**src/rtl/lvds_bist_pkg.sv**
```systemverilog
`default_nettype none
// ============================================================================
// Module      : lvds_bist_pkg
// Description : Shared constants, types and helper for the LVDS lane BIST core.
//               Contains the mode encodings, the PRBS7 seed and taps, the
//               loss-of-lock window length, the checker state type and the
//               PRBS7 next-state function.
// Revision    : 1.0 - initial release
// ============================================================================
package lvds_bist_pkg;

  localparam logic [1:0] MODE_PASS = 2'b00;
  localparam logic [1:0] MODE_GEN  = 2'b01;
  localparam logic [1:0] MODE_CHK  = 2'b10;
  localparam logic [1:0] MODE_IDLE = 2'b11;

  localparam logic [6:0] PRBS7_SEED  = 7'h7F;
  // Feedback taps for x^7 + x^6 + 1 (bit indices of the 7-bit state).
  localparam int         PRBS7_TAP_A = 6;
  localparam int         PRBS7_TAP_B = 5;

  localparam int         WIN_LEN     = 64;

  typedef enum logic [0:0] {
    ST_SEARCH = 1'b0,
    ST_LOCKED = 1'b1
  } chk_state_e;

  // Shift left and feed the XOR of the two taps into bit 0.
  function automatic logic [6:0] prbs7_next(input logic [6:0] s);
    return {s[5:0], s[PRBS7_TAP_A] ^ s[PRBS7_TAP_B]};
  endfunction

endpackage
`default_nettype wire

```
**src/rtl/lvds_prbs7_checker.sv**
```systemverilog
`default_nettype none
// ============================================================================
// Module      : lvds_prbs7_checker
// Description : Single-lane PRBS7 checker. Searches for lock on the received
//               stream, then free-runs its own predictor and counts bit errors
//               in a saturating counter. Lock is dropped when too many
//               mismatches land inside one window.
// Ports       : clk, rst (async, active-low), active (lane enabled in check
//               mode), din (received bit), err_clr (sync clear of err_cnt),
//               locked (registered lock flag), err_cnt (error count).
// Revision    : 1.0 - initial release
// ============================================================================
module lvds_prbs7_checker
  import lvds_bist_pkg::*;
#(
  parameter int ERR_W    = 16,
  parameter int LOCK_CNT = 32,
  parameter int LOSS_THR = 8
) (
  input  logic             clk,
  input  logic             rst,
  input  logic             active,
  input  logic             din,
  input  logic             err_clr,
  output logic             locked,
  output logic [ERR_W-1:0] err_cnt
);

  localparam int                 c_win_w    = $clog2(WIN_LEN);
  localparam int                 c_mis_w    = 7;
  localparam logic [7:0]         c_lock_cnt = 8'(LOCK_CNT);
  localparam logic [c_mis_w-1:0] c_loss_thr = c_mis_w'(LOSS_THR);
  localparam logic [c_win_w-1:0] c_win_last = c_win_w'(WIN_LEN - 1);

  chk_state_e         state_q, state_d;
  logic [6:0]         sr_q, sr_d;
  logic [7:0]         match_q, match_d;
  logic [c_win_w-1:0] win_q, win_d;
  logic [c_mis_w-1:0] mis_q, mis_d;
  logic [ERR_W-1:0]   err_q, err_d;

  logic               w_pred;
  logic               w_miss;
  logic [c_mis_w-1:0] w_mis_inc;

  always_comb begin
    state_d   = state_q;
    sr_d      = sr_q;
    match_d   = match_q;
    win_d     = win_q;
    mis_d     = mis_q;
    err_d     = err_q;
    w_pred    = sr_q[PRBS7_TAP_A] ^ sr_q[PRBS7_TAP_B];
    w_miss    = (din != w_pred);
    w_mis_inc = mis_q + {{(c_mis_w-1){1'b0}}, w_miss};

    if (!active) begin
      state_d = ST_SEARCH;
      sr_d    = '0;
      match_d = '0;
      win_d   = '0;
      mis_d   = '0;
    end else begin
      case (state_q)
        ST_SEARCH: begin
          sr_d = {sr_q[5:0], din};
          // An all-zero register predicts zero forever, so it must never
          // contribute to lock.
          if (!w_miss && (sr_q != '0)) begin
            if (match_q == (c_lock_cnt - 8'd1)) begin
              state_d = ST_LOCKED;
              match_d = '0;
              win_d   = '0;
              mis_d   = '0;
            end else begin
              match_d = match_q + 8'd1;
            end
          end else begin
            match_d = '0;
          end
        end
        ST_LOCKED: begin
          // Free-run on the prediction so one flipped bit is one error.
          sr_d = prbs7_next(sr_q);
          if (w_miss && (err_q != '1)) begin
            err_d = err_q + ERR_W'(1);
          end
          if (w_mis_inc >= c_loss_thr) begin
            state_d = ST_SEARCH;
            match_d = '0;
            win_d   = '0;
            mis_d   = '0;
          end else if (win_q == c_win_last) begin
            win_d = '0;
            mis_d = '0;
          end else begin
            win_d = win_q + c_win_w'(1);
            mis_d = w_mis_inc;
          end
        end
        default: state_d = ST_SEARCH;
      endcase
    end

    // Clear takes precedence over any increment in the same cycle.
    if (err_clr) begin
      err_d = '0;
    end
  end

  always_ff @(posedge clk or negedge rst) begin
    if (!rst) begin
      state_q <= ST_SEARCH;
      sr_q    <= '0;
      match_q <= '0;
      win_q   <= '0;
      mis_q   <= '0;
      err_q   <= '0;
    end else begin
      state_q <= state_d;
      sr_q    <= sr_d;
      match_q <= match_d;
      win_q   <= win_d;
      mis_q   <= mis_d;
      err_q   <= err_d;
    end
  end

  assign locked  = (state_q == ST_LOCKED);
  assign err_cnt = err_q;

endmodule
`default_nettype wire

```
**src/rtl/lvds_lane_bist.sv**
```systemverilog
`default_nettype none
// ============================================================================
// Module      : lvds_lane_bist
// Description : Per-lane LVDS datapath core with BIST. Retimes NUM_LANES lanes
//               and offers passthrough, PRBS7 generate, generate+check and an
//               idle 1010 pattern.
// Ports       : clk, rst (async, active-low), mode[1:0], lane_en, inject_err,
//               err_clr, din -> dout (registered), locked (per lane),
//               err_cnt (lane i at [i*ERR_W +: ERR_W]).
// Revision    : 1.0 - initial release
// ============================================================================
module lvds_lane_bist
  import lvds_bist_pkg::*;
#(
  parameter int NUM_LANES = 4,
  parameter int ERR_W     = 16,
  parameter int LOCK_CNT  = 32,
  parameter int LOSS_THR  = 8
) (
  input  logic                       clk,
  input  logic                       rst,
  input  logic [1:0]                 mode,
  input  logic [NUM_LANES-1:0]       lane_en,
  input  logic                       inject_err,
  input  logic                       err_clr,
  input  logic [NUM_LANES-1:0]       din,
  output logic [NUM_LANES-1:0]       dout,
  output logic [NUM_LANES-1:0]       locked,
  output logic [NUM_LANES*ERR_W-1:0] err_cnt
);

  logic [1:0]           mode_q, mode_d;
  logic [6:0]           gen_q, gen_d;
  logic                 idle_q, idle_d;
  logic [NUM_LANES-1:0] dout_q, dout_d;

  logic                 w_mode_chg;
  logic [6:0]           w_gen_cur;
  logic                 w_idle_cur;
  logic                 w_bit;
  logic [NUM_LANES-1:0] w_chk_active;

  always_comb begin
    mode_d     = mode;
    w_mode_chg = (mode != mode_q);
    // On the entry cycle the generator and toggle act as if already reset,
    // so the first bit out after a mode change is the seed / idle 0.
    w_gen_cur  = w_mode_chg ? PRBS7_SEED : gen_q;
    w_idle_cur = w_mode_chg ? 1'b0 : idle_q;
    gen_d      = w_gen_cur;
    idle_d     = w_idle_cur;
    w_bit      = 1'b0;

    case (mode)
      MODE_GEN, MODE_CHK: begin
        w_bit = w_gen_cur[6] ^ inject_err;
        gen_d = prbs7_next(w_gen_cur);
      end
      MODE_IDLE: begin
        w_bit  = w_idle_cur;
        idle_d = ~w_idle_cur;
      end
      default: ;
    endcase

    dout_d = (mode == MODE_PASS) ? din : {NUM_LANES{w_bit}};
    dout_d = dout_d & lane_en;

    // Checkers sit in SEARCH outside check mode and during the change cycle.
    w_chk_active = ((mode == MODE_CHK) && !w_mode_chg) ? lane_en : '0;
  end

  always_ff @(posedge clk or negedge rst) begin
    if (!rst) begin
      mode_q <= MODE_PASS;
      gen_q  <= PRBS7_SEED;
      idle_q <= 1'b0;
      dout_q <= '0;
    end else begin
      mode_q <= mode_d;
      gen_q  <= gen_d;
      idle_q <= idle_d;
      dout_q <= dout_d;
    end
  end

  assign dout = dout_q;

  for (genvar i = 0; i < NUM_LANES; i++) begin : g_lane
    lvds_prbs7_checker #(
      .ERR_W    (ERR_W),
      .LOCK_CNT (LOCK_CNT),
      .LOSS_THR (LOSS_THR)
    ) u_chk (
      .clk     (clk),
      .rst     (rst),
      .active  (w_chk_active[i]),
      .din     (din[i]),
      .err_clr (err_clr),
      .locked  (locked[i]),
      .err_cnt (err_cnt[i*ERR_W +: ERR_W])
    );
  end

endmodule
`default_nettype wire

```
**config.mk**
```make
export PLATFORM = sky130hd
export DESIGN_NAME = lvds_lane_bist
export DESIGN_NICKNAME = d
export VERILOG_FILES = /design/src/rtl/lvds_bist_pkg.sv /design/src/rtl/lvds_prbs7_checker.sv /design/src/rtl/lvds_lane_bist.sv
export SDC_FILE = /design/constraint.sdc
export NUM_CORES = 1
export LEC_CHECK = 0
export ABC_AREA = 0
export BUFFER_PORTS_ARGS = -buffer_cell sky130_fd_sc_hd__buf_2
export CAP_MARGIN = 20
export CORE_MARGIN = 2
export CORE_UTILIZATION = 28
export DETAILED_ROUTE_END_ITERATION = 7
export PLACE_DENSITY_LB_ADDON = 0.05
export REMOVE_ABC_BUFFERS = 1
export SYNTH_ARGS = -nofsm -noshare
export SYNTH_HDL_FRONTEND = slang
export SYNTH_SLANG_ARGS = --single-unit
```
**constraint.sdc**
```tcl
create_clock -name clk -period 2.92 [get_ports clk]
set_input_delay 0.584 -clock clk [delete_from_list [all_inputs] [get_ports clk]]
set_output_delay 0.584 -clock clk [all_outputs]
set_load 0.1 [all_outputs]
```
==> results.yml, run 1 <==
status:
  status: "finished, final reports clean"
synth:
  synth-seq-cells: 194
  yosys.cell_types.count: 69
  ys_warn_count: 0
  yosysTopAreaCellShare_pct: 46.80
  synth_area_leaders: "dfrtp_1 (47%), xnor2_1 (5.4%), nand2_1 (3.8%), nor2_1 (3.8%), nand3_1 (3.2%)"
  syn-cell-area_um2: 10000
  syn_avg_cell_area_um2: 9.842
  synthArstFlopShare_pct: 100.0
  synthTopCellsByCount: "dfrtp_1 (187), nand2_1 (102), nor2_1 (102), nand3_1 (64), xnor2_1 (62)"
  ys_seq_area_share_pct: 48.64
  yosysMostFrequentCell: "dfrtp_1"
  synthFlopType: "dfrtp_1"
  synthCells: 1016
  synth_area_leader_cell: "dfrtp_1"
  synth_edf_count: 0
timing:
  layout_min_cycle_time_ps: 2495
  timing.slew.headroom_pct: 58.49
  setup_slack_ps: 425.3
  fin_crit_sh_pct: 85.43
  drv_slew: 0
  tightest_slew_ps: 622.7
  fmax_ghz: 0.4009
  finalSetupViolCount: 0
  rsz0062_at_grt: "false"
  setup_tns_ps: 0
  finClkSkew_ps: 10.38
  hold_viol_final: 0
setup_path:
  cpMaxStageDelayCell: "dfrtp_1"
  crit_type: "flop to flop"
  slowest_delay_ps: 440
  path_buf_inv: 0
  cp_cell_sequence: "xor3_1, ha_1, a311o_1, o21ai_0, and4b_1, and2_0, a32o_1"
  required_ps: 3300
  crit_arrival_ps: 2870
  cp-start-kind: "flop"
  worstSetupEndpointType: "flop"
  worstPathMaxFanout: 6
  cp_top_family: "simple AND/OR/NAND/NOR gates"
place:
  place_congestion: 0.7317
  dp_slack_ps: 97.17
  portBuffers: 85
  hpwl_um: 17730
cts:
  cts_buffers: 17
  clock_sinks: 194
  ctsResizeCount: 0
  htree_num_levels: 4
  clk_path_buf_depth: 2
  path_clk_slew_ps: 80
  clk_latency_ps: 450
  cts_tree: "built"
  cts_setup_buffers: 0
  cts_hold_buf: 0
  root_buffer: "clkbuf_16"
flow_run:
  cap_violations: 0
global_route:
  antenna_found_initial: 0
  grt_pass1_wl_um: 41770
  grt_max_degree: 48
  grt_pass1_vias: 7731
  track_usage_pct: 14.15
  grt-ovfl-total: 0
power_and_ir_drop:
  p_leak_nw: 5.164
  power_density_nw_per_um2: 456.8
  power_mw: 5.370
  irDropWorstVdd_mv: 0.4318
routing:
  ant_nets: 0
  drc_errors: 0
  wl_um: 25260
  drt_iter0_markers: 412
  wl_per_cell_um: 15.83
  routed_via_density: 4.839
  via_count: 7723
  drt_first_pass_iters: 4
final_layout:
  drive_gt1_share_pct: 16.65
  fillers: 3712
  nets: 1160
  diodes: 0
  area_growth_syn_to_layout_pct: 17.57
die:
  io_pins: 86
  core_area_um2: 35400
  die_area_um2: 37240
  die-height_um: 193.0
  initial_core_util_pct: 28.25
  rows: 69
  die_w_um: 193.0
worst_hold_path:
  min_path_type: "primary input to asynchronous set/reset pin"
-- worst register-to-register path: stages, from the launching register on --
cell	delay, ps
dfrtp_1	440
xor3_1	420
ha_1	270
a311o_1	360
o21ai_0	60
and4b_1	300
and2_0	360
a32o_1	220
-- cells by family (layout without fill, tap and decap cells) --
logic type | Yosys count | in the layout | synth area share, %
compound gates | 149 | 149 | 10.67
xor+xnor | 80 | 80 | 7.608
fa+ha+maj | 24 | 24 | 3.003
buf+inv | 59 | 178 | 2.640
flops | 194 | 194 | 48.64
mux | 13 | 13 | 1.314
simple gates | 497 | 497 | 26.13
-- cell usage in the layout (no fill, tap or decap), drive strengths merged, types with 8 or more instances in the layout --
cell | netlist | layout
and4 | 8 | 8
a31oi | 12 | 12
nor2 | 102 | 102
and3 | 29 | 29
or2 | 8 | 8
xnor2 | 62 | 62
a21oi | 20 | 20
nand4b | 8 | 8
a32o | 8 | 8
nand4 | 24 | 24
inv | 20 | 21
a211oi | 15 | 15
nand3b | 8 | 8
xor2 | 14 | 14
nand3 | 64 | 64
ha | 24 | 24
clkbuf | 24 | 21
buf | 15 | 125
dfrtp | 187 | 187
mux2i | 12 | 12
a22o | 11 | 11
a22oi | 10 | 10
and2 | 50 | 50
o21ai | 39 | 39
nor4 | 36 | 36
nand2 | 102 | 102
nor3 | 31 | 31
-- state kept, by name, summed over array words and instances (netlist names) --
signal                cells
g_lane.u_chk.sr_q        28
g_lane.u_chk.match_q     32
g_lane.u_chk.err_cnt     64
g_lane.u_chk.mis_q       28
gen_q                     7
g_lane.u_chk.locked       4
mode_q                    2
dout                      4
idle_q                    1
g_lane.u_chk.win_q       24
-- layout make-up --
class,instances,area (µm²),share of cell area (%)
multi-input combinational,763,4872,41.44
inverter,20,75.07,0.6386
tap,461,576.8,4.906
timing repair buffer,126,779.5,6.630
clock inverter,12,132.6,1.128
sequential,194,4863,41.37
clock buffer,20,456.7,3.885
-- metrics by stage --
| step | hold slack, ps | area (µm²) | instances | utilization (%) |
|---|---|---|---|---|
| after floorplan | 288.4 | 9811 | 977 | - |
| after global placement | 467.7 | 11170 | 1564 | 31.55 |
| after detailed placement | 473.2 | 11170 | 1564 | 31.55 |
| after CTS | 83.88 | 11760 | 1596 | 33.21 |
| after global routing | 103.2 | 11760 | 1596 | 33.21 |
| final | 86.42 | 11760 | 1596 | 33.21 |
-- layer usage --
metal	global-route usage, %	vias to the layer above	part of all wire [%]
li1	-	3854	-
met1	18.99	3760	49
met2	23.38	88	47
met3	2.389	21	3.1
met4	4.312	0	1.1
met5	0	-	0
-- report_power, final --
group	total (mW)	switching (mW)	internal, mW
clock	2.42	1.11	1.31
sequential	2.70	0.00523	2.70
combinational	0.246	0.180	0.0660
total	5.37	1.29	4.08
-- path summary, 6_finish.rpt --
| kind | cells after the start | from | slack (ps) | to |
|---|---|---|---|---|
| max in group asynchronous | 2 | rst | 2090 | g_lane[0].u_chk.err_cnt[10] |
| max | 7 | g_lane[2].u_chk.sr_q[5] | 430 | g_lane[2].u_chk.win_q[1] |
| min | 1 | rst | 90 | g_lane[2].u_chk.mis_q[0] |
| min reg2reg | 1 | g_lane[0].u_chk.sr_q[2] | 490 | g_lane[0].u_chk.sr_q[3] |
| min in group clk | 1 | mode[0] | 320 | mode_q[0] |
| max reg2reg | 7 | g_lane[2].u_chk.sr_q[5] | 430 | g_lane[2].u_chk.win_q[1] |
Note: power is estimated with default switching activity, not from simulation.
==> run 2: changes to the inputs <==
Settings changed: CELL_PAD_IN_SITES_DETAIL_PLACEMENT set to 2, CELL_PAD_IN_SITES_GLOBAL_PLACEMENT set to 2.
==> run 2 against run 1 <==
Flip-flop and latch count unchanged; cell area up 0.37%; via count up 4.0%; non-clock buffer count up 1; sequential power about the same; worst hold slack better by 47 ps; utilization up 0.12 points; sequential share of layout area down 0.15 points.
==> results.yml, run 2 (synthesis gave the netlist of run 1 again) <==
final_layout:
  final_common_cell: "dfrtp_1"
  drive_gt1_share_pct: 16.74
  nets: 1161
  area_growth_syn_to_layout_pct: 18.01
  largest_register_ff_count: 64
  most-common-layout-cells: "dfrtp_1 (187), nand2_1 (102), nor2_1 (102), buf_2 (84), nand3_1 (64)"
  final_cell_area_um2: 11800
global_route:
  grt-ovfl-total: 0
  grt_pass1_wl_um: 47840
  grt_max_degree: 63
  track_usage_pct: 16.26
  antenna_found_initial: 2
  grt_pass1_vias: 8647
flow_run:
  cap_violations: 0
power_and_ir_drop:
  p_comb_share_pct: 4.5
  p_leak_nw: 5.192
  p_int_mw: 4.281
  p_sw_mw: 1.291
  irDropWorstVdd_mv: 0.4072
  power_density_nw_per_um2: 472.1
  clock_power_share_pct: 47.0
  swShare_pct: 23.17
  power_frac_seq_pct: 48.5
timing:
  setup_slack_ps: 436.1
  drv_slew: 0
  layout_min_cycle_time_ps: 2484
  rsz0062_at_grt: "false"
  timing.slew.headroom_pct: 30.37
  fin_crit_sh_pct: 85.06
  finalSetupViolCount: 0
  tightest_slew_ps: 1033
  finClkSkew_ps: 12.02
  setup_tns_ps: 0
  hold_viol_final: 0
  fmax_ghz: 0.4026
routing:
  wl_um: 28820
  via_count: 8030
  routed_via_density: 5.028
  drt_iter0_markers: 238
  ant_nets: 0
  wl_per_cell_um: 18.05
  drc_errors: 0
  drt_first_pass_iters: 4
setup_path:
  worstRegToRegCells: 8
  required_ps: 3270
  worstPathMaxFanout: 13
  crit_type: "flop to flop"
  worstSetupEndpointType: "flop"
  cp-start-kind: "flop"
  crit_arrival_ps: 2840
place:
  portBuffers: 85
  place_congestion: 0.7403
  hpwl_um: 20510
  dp_slack_ps: 94.91
  dpl-instance-area_um2: 11160
cts:
  clk_path_buf_depth: 2
  root_buffer: "clkbuf_16"
  cts_buffers: 17
  cts_hold_buf: 0
  clock_sinks: 194
  path_clk_slew_ps: 70
  clk_latency_ps: 450
  cts_tree: "built"
  htree_num_levels: 4
  ctsResizeCount: 0
  cts_setup_buffers: 0
die:
  io_pins: 86
  die_w_um: 193.0
  rows: 69
  die_area_um2: 37240
  core_area_um2: 35400
  initial_core_util_pct: 28.25
  die-height_um: 193.0
worst_hold_path:
  min_path_type: "primary input to asynchronous set/reset pin"
status:
  status: "finished, final reports clean"
==> run 2: cell count changes in the layout (fill, tap and decap cells not counted), moves of 2 or more <==
cell	previous run	this run
buf_4	38	40
bufinv_16	2	4
clkinv_4	3	0
clkbuf_8	3	5
==> run 2: final timing paths <==
check                                   startpoint                         end  slack (ps)
setup / recovery           g_lane[3].u_chk.sr_q[5]    g_lane[3].u_chk.win_q[5]         440
hold / removal                                 rst  g_lane[2].u_chk.match_q[7]         130
setup reg to reg           g_lane[3].u_chk.sr_q[5]    g_lane[3].u_chk.win_q[5]         440
hold reg to reg            g_lane[2].u_chk.sr_q[4]     g_lane[2].u_chk.sr_q[5]         490
max in group asynchronous                      rst  g_lane[1].u_chk.err_cnt[3]        2050
min in group clk                           mode[0]                   mode_q[0]         340
==> run 2: metrics by stage <==
stage	total power [mW]	instances	hold slack [ps]	util, %
detailed placement	3.017	1565	472.7	31.53
global placement	3.015	1565	463.6	31.53
global route	5.814	1596	152.4	33.33
CTS	5.701	1596	145.8	33.33
floorplan	2.851	977	288.4	-
finish	5.571	1597	133.0	33.34
==> run 2: area by class of cell <==
class                           instances  area (µm²)
Fill cell                            3938       23600
Multi-Input combinational cell        763        4872
Sequential cell                       194        4863
Timing Repair Buffer                  127       774.5
Tap cell                              461       576.8
Clock buffer                           21       480.5
Clock inverter                         10       155.1
Inverter                               20       75.07
Antenna cell                            1       2.502
==> run 2: routing by layer <==
layer  share of wire, %  track usage (%)
met5              0.045                0
met4               0.72            3.467
met3                3.0            3.457
met2                 48            27.16
met1                 48            21.71
==> run 2: worst max-delay path, stage by stage, from the launching register on <==
cell and delay [ps]:
dfrtp_1 440, xor3_1 450, ha_1 260, a311oi_1 290, a21oi_1 100, a221oi_1 270
buf_4 250, nand2_1 120, o21ai_0 210
==> run 2: power by group through the flow <==
stage	logic, mW	clock network [mW]	registers (mW)
after floorplan	0.0647	0	2.79
after global placement	0.259	0	2.76
after detailed placement	0.261	0	2.76
after CTS	0.262	2.74	2.70
after global routing	0.280	2.83	2.70
final	0.248	2.62	2.70
